File: src/rtl/interfaz_tx.sv
// Transmit bridge: captures an ALU result on the rising edge of i_result_valid and
// streams it to the UART TX as TRAMA_SIZE-bit frames, lowest frame first.
module interfaz_tx #(
    parameter int unsigned DATA_SIZE      = 8,
    parameter int unsigned TRAMA_SIZE     = 8,
    parameter int unsigned TIMEOUT_CYCLES = 200000
) (
    input  logic                  i_clk,
    input  logic                  i_reset,
    input  logic                  i_result_valid,
    input  logic [DATA_SIZE-1:0]  i_alu_result,
    input  logic                  i_tx_done,
    output logic                  o_tx_start,
    output logic [TRAMA_SIZE-1:0] o_tx_data,
    output logic                  o_busy,
    output logic                  o_sent,
    output logic                  o_overrun,
    output logic                  o_timeout
);
    localparam int unsigned NUM_FRAMES = (DATA_SIZE + TRAMA_SIZE - 1) / TRAMA_SIZE;
    localparam int unsigned SH_W       = NUM_FRAMES * TRAMA_SIZE;
    localparam int unsigned FC_W       = $clog2(NUM_FRAMES) + 1;
    localparam int unsigned TMO_W      = (TIMEOUT_CYCLES > 1) ? $clog2(TIMEOUT_CYCLES + 1) : 1;
    localparam bit          TMO_EN     = (TIMEOUT_CYCLES != 0);

    localparam logic [FC_W-1:0]  LAST_FRAME = FC_W'(NUM_FRAMES - 1);
    // Counter value seen in the last WAIT cycle before the timeout fires
    localparam logic [TMO_W-1:0] TMO_LAST   = TMO_W'((TIMEOUT_CYCLES == 0) ? 0 : TIMEOUT_CYCLES - 1);

    typedef enum logic [1:0] {
        ST_IDLE  = 2'd0,
        ST_START = 2'd1,
        ST_WAIT  = 2'd2
    } state_t;

    state_t                  state_q,    state_d;
    logic                    prev_valid_q;
    logic [SH_W-1:0]         shreg_q,    shreg_d;
    logic [FC_W-1:0]         frame_q,    frame_d;
    logic [TMO_W-1:0]        tmo_q,      tmo_d;
    logic                    tx_start_q, tx_start_d;
    logic [TRAMA_SIZE-1:0]   tx_data_q,  tx_data_d;
    logic                    busy_q,     busy_d;
    logic                    sent_q,     sent_d;
    logic                    overrun_q,  overrun_d;
    logic                    timeout_q,  timeout_d;
    logic                    valid_rise;

    assign valid_rise = i_result_valid & ~prev_valid_q;

    always_comb begin
        state_d    = state_q;
        shreg_d    = shreg_q;
        frame_d    = frame_q;
        tmo_d      = tmo_q;
        tx_start_d = 1'b0;
        tx_data_d  = tx_data_q;
        busy_d     = busy_q;
        sent_d     = 1'b0;
        overrun_d  = overrun_q;
        timeout_d  = timeout_q;

        case (state_q)
            ST_IDLE: begin
                if (valid_rise) begin
                    shreg_d = SH_W'(i_alu_result);
                    frame_d = '0;
                    busy_d  = 1'b1;
                    state_d = ST_START;
                end
            end
            ST_START: begin
                tx_start_d = 1'b1;
                tx_data_d  = shreg_q[TRAMA_SIZE-1:0];
                tmo_d      = '0;
                state_d    = ST_WAIT;
            end
            ST_WAIT: begin
                if (TMO_EN) begin
                    tmo_d = tmo_q + TMO_W'(1);
                end
                // A done pulse beats a timeout landing on the same cycle
                if (i_tx_done) begin
                    if (frame_q == LAST_FRAME) begin
                        busy_d  = 1'b0;
                        sent_d  = 1'b1;
                        state_d = ST_IDLE;
                    end else begin
                        shreg_d = shreg_q >> TRAMA_SIZE;
                        frame_d = frame_q + FC_W'(1);
                        state_d = ST_START;
                    end
                end else if (TMO_EN && (tmo_q == TMO_LAST)) begin
                    timeout_d = 1'b1;
                    busy_d    = 1'b0;
                    state_d   = ST_IDLE;
                end
            end
            default: begin
                state_d = ST_IDLE;
            end
        endcase

        if (valid_rise && (state_q != ST_IDLE)) begin
            overrun_d = 1'b1;
        end
    end

    always_ff @(posedge i_clk) begin
        if (i_reset) begin
            state_q      <= ST_IDLE;
            prev_valid_q <= 1'b0;
            shreg_q      <= '0;
            frame_q      <= '0;
            tmo_q        <= '0;
            tx_start_q   <= 1'b0;
            tx_data_q    <= '0;
            busy_q       <= 1'b0;
            sent_q       <= 1'b0;
            overrun_q    <= 1'b0;
            timeout_q    <= 1'b0;
        end else begin
            state_q      <= state_d;
            prev_valid_q <= i_result_valid;
            shreg_q      <= shreg_d;
            frame_q      <= frame_d;
            tmo_q        <= tmo_d;
            tx_start_q   <= tx_start_d;
            tx_data_q    <= tx_data_d;
            busy_q       <= busy_d;
            sent_q       <= sent_d;
            overrun_q    <= overrun_d;
            timeout_q    <= timeout_d;
        end
    end

    assign o_tx_start = tx_start_q;
    assign o_tx_data  = tx_data_q;
    assign o_busy     = busy_q;
    assign o_sent     = sent_q;
    assign o_overrun  = overrun_q;
    assign o_timeout  = timeout_q;

endmodule
File: config.mk
export PLATFORM = sky130hd
export DESIGN_NAME = interfaz_tx
export DESIGN_NICKNAME = d
export VERILOG_FILES = /design/src/rtl/interfaz_tx.sv
export SDC_FILE = /design/constraint.sdc
export NUM_CORES = 1
export LEC_CHECK = 0
export ABC_AREA = 1
export CORE_MARGIN = 5
export CORE_UTILIZATION = 54
export CTS_CLUSTER_DIAMETER = 100
export DETAILED_ROUTE_END_ITERATION = 16
export GPL_TIMING_DRIVEN = 0
export MAX_ROUTING_LAYER = met4
export PLACE_DENSITY = 0.79
export SYNTH_ARGS = -nofsm -noshare
export SYNTH_HDL_FRONTEND = slang
export SYNTH_SLANG_ARGS = --single-unit
export TNS_END_PERCENT = 1
File: constraint.sdc
create_clock -name i_clk -period 2.2 [get_ports i_clk]
set_input_delay 0.44 -clock i_clk [delete_from_list [all_inputs] [get_ports i_clk]]
set_output_delay 0.44 -clock i_clk [all_outputs]
set_load 0.05 [all_outputs]
==> flow_summary.yaml <==
status:
  status: "finished clean"
floorplan:
  die_x_um: 69.0
  die_h_um: 69.0
  io_pins: 25
  core_area_um2: 3360
  start_util: 0.558
  die_area_um2: 4750
  rows: 21
worst_setup_path:
  cp.required_ns: 1.76
  critPathMaxFanout: 2
  cp_slowest_cell: "clkdlybuf4s50_1"
  crit_cells: 1
  crit_start: "o_timeout$_SDFFE_PP0P_"
  path_buf_inv: 1
  r2r_setup_slack_ns: 0.44
  r2r-start: "state_q[1]$_SDFFE_PP0P_"
  critical-path-top-delay-family: "buffers and inverters"
  path_cells: "clkdlybuf4s50_1"
  timing.rr.end: "tmo_q[16]$_SDFFE_PP0P_"
  critical_path.max_stage_delay_ns: 0.81
  reg2reg_depth: 10
  cp-end-kind: "output port"
  cp-start-kind: "register"
  path_class: "register to output port"
  cp.arrival_ns: 1.50
  cp-endpoint: "o_timeout"
yosys:
  synthXorXnorAreaFrac: 0.00933
  synth_top_cell_area_share: 0.448
  synthAdderAreaFrac: 0.0267
  avgSynthCellArea_um2: 7.51
  netlist_top_cells_area: "dfxtp_1 (45%), nand2_1 (10%), nor2_1 (8.6%)"
  yosys.area.top_type: "dfxtp_1"
  synth_nets: 266
  yosysWarnings: 0
  syn-instance-count: 250
  synth_simple_gate_area_frac: 0.325
  ys.flop_type: "dfxtp_1"
  synthMuxAreaShare: 0
  seq_area_frac_synth: 0.448
  synth_compound_area_frac: 0.117
  synth-seq-cells: 42
  async_flop_share: 0
  netlist_top_cells_count: "nand2_1 (52), nor2_1 (43), dfxtp_1 (42)"
  yosysUniqueCellTypes: 32
  syn_area_um2: 1880
  synth_top_family_by_area: "simple AND/OR/NAND/NOR gates"
  synth.most_common_cell: "nand2_1"
  synth_edf_count: 0
detailed_routing:
  ant_nets: 0
  viasPerCell: 4.88
  drc: 0
  drt_iter0_drc: 84
  via_count: 1596
  drt-total-wl_mm: 3.61
  dr.pass1.iters: 4
  wl_per_cell_um: 11.0
final_layout:
  syn2layout_area_growth_pct: 18.3
  drive_above_1_share: 0.103
  nFillCells: 308
  regArea_um2: 841
  multiInputGateArea_um2: 898
  n_antenna_cell: 0
  fin_nets: 297
place:
  io_buffers: 24
  dpl.hpwl_mm: 2.77
  place_congestion: 0.830
clocking:
  post_cts_resize_count: 0
  clk_pin_slew_ns: 0.11
  clock_latency_ns: 0.34
  postCtsSetupBuffers: 0
  ctsHoldBuffers: 0
  cts_num_sinks: 42
  cts-htree-levels: 2
  cts_made_buffers: 5
  ctsLongestPathBuffers: 2
  ctsRootBufferMaster: "clkbuf_4"
  cts_tree: "yes"
sta:
  worst_slew_pin_slew_ns: 0.507
  fin_crit_sh: 0.883
  fin_crit_ns: 1.94
  slew_viol_final: 0
  fin_skew_ns: 0.00659
  max_slew_margin: 0.661
  finalSetupTns_ns: 0
  rsz0062_at_grt: "no"
  final-setup-viol-count: 0
  max_freq_ghz: 0.515
  hold_viol: 0
global_route:
  grt_max_degree: 12
  use_met2: 0.261
  grtUsageMet1: 0.234
  grt_antenna_before_repair: 0
  grt_usage: 0.175
  busiest_layer: "met2"
  grt_overflow_total: 0
  grt_pass1_wl_mm: 6.11
  grt_pass1_vias: 1453
  gr-usage-met3: 0.0389
power_and_ir_drop:
  total_power_mw: 1.43
  leakage_nw: 0.933
  power.density_nw_per_um2: 646
  ir_worst_vdd_mv: 0.418
hold_path:
  min-delay-start: "shreg_q[0]$_SDFFE_PP0P_"
  hold_class: "register to register"
run:
  cap_violations: 0
## through the flow
stage,cells,worst slack (ns),instance area [µm²],hold slack (ns),utilization
floorplan,250,0.661,1880,0.435,-
global placement,320,0.292,2170,0.449,0.647
detailed placement,320,0.265,2170,0.452,0.647
CTS,327,0.244,2220,0.470,0.660
global route,327,0.192,2220,0.484,0.660
finish,327,0.258,2220,0.469,0.660
## sequential cells by signal (all words and copies together) (netlist names)
register,cells
o_tx_start,1
o_busy,1
o_sent,1
o_tx_data,8
o_overrun,1
prev_valid_q,1
o_timeout,1
shreg_q,8
state_q,2
tmo_q,18
## logic make-up after synthesis
logic type               count (synthesis)
flip-flops                              42
AND/OR/NAND/NOR                        130
adder cells (fa/ha/maj)                  4
AO/OA/AOI/OAI                           37
buffers and inverters                   35
XOR/XNOR                                 2
## tightest hold or removal path: stages (launching register included)
cell     delay, ns
dfxtp_1       0.33
nand2_1       0.06
a21oi_1       0.05
## power by group
group / internal [mW] / total [mW] / switching, mW
clock network: 0.121 / 0.347 / 0.226
logic: 0.0947 / 0.268 / 0.173
registers: 0.798 / 0.819 / 0.0210
## layer usage
metal | vias to the layer above | wire [µm]
met5 | - | 0
met4 | 0 | 38
met3 | 5 | 141
met2 | 27 | 1620
met1 | 714 | 1800
li1 | 850 | -
## placed cells by master, fill, tap and decap left out, drive strengths merged, types with 2 or more instances in the layout
cell	n
nand3	12
nor3	4
nand4	2
a21oi	19
o21ai	12
clkbuf	10
clkdlybuf4s50	24
o21a	2
ha	4
dfxtp	42
nor2	51
inv	30
nand2	59
## how the worst min path moves through the flow
stage                                   end  slack (ns)  depth (start not counted)
global placement    shreg_q[3]$_SDFFE_PP0P_        0.45                          2
CTS                 shreg_q[3]$_SDFFE_PP0P_        0.47                          2
detailed placement  shreg_q[3]$_SDFFE_PP0P_        0.45                          2
global route        shreg_q[1]$_SDFFE_PP0P_        0.48                          2
finish              shreg_q[0]$_SDFFE_PP0P_        0.47                          2
floorplan           shreg_q[1]$_SDFFE_PP0P_        0.44                          2
## area by class of cell
| type | count | area share |
|---|---|---|
| buffer | 4 | 0.00846 |
| clock buffer | 7 | 0.0203 |
| inverter | 31 | 0.0536 |
| multi-input combinational | 173 | 0.405 |
| sequential | 42 | 0.379 |
| tap | 46 | 0.0259 |
| timing repair buffer | 24 | 0.108 |
Power figures use the tool's default switching activity.
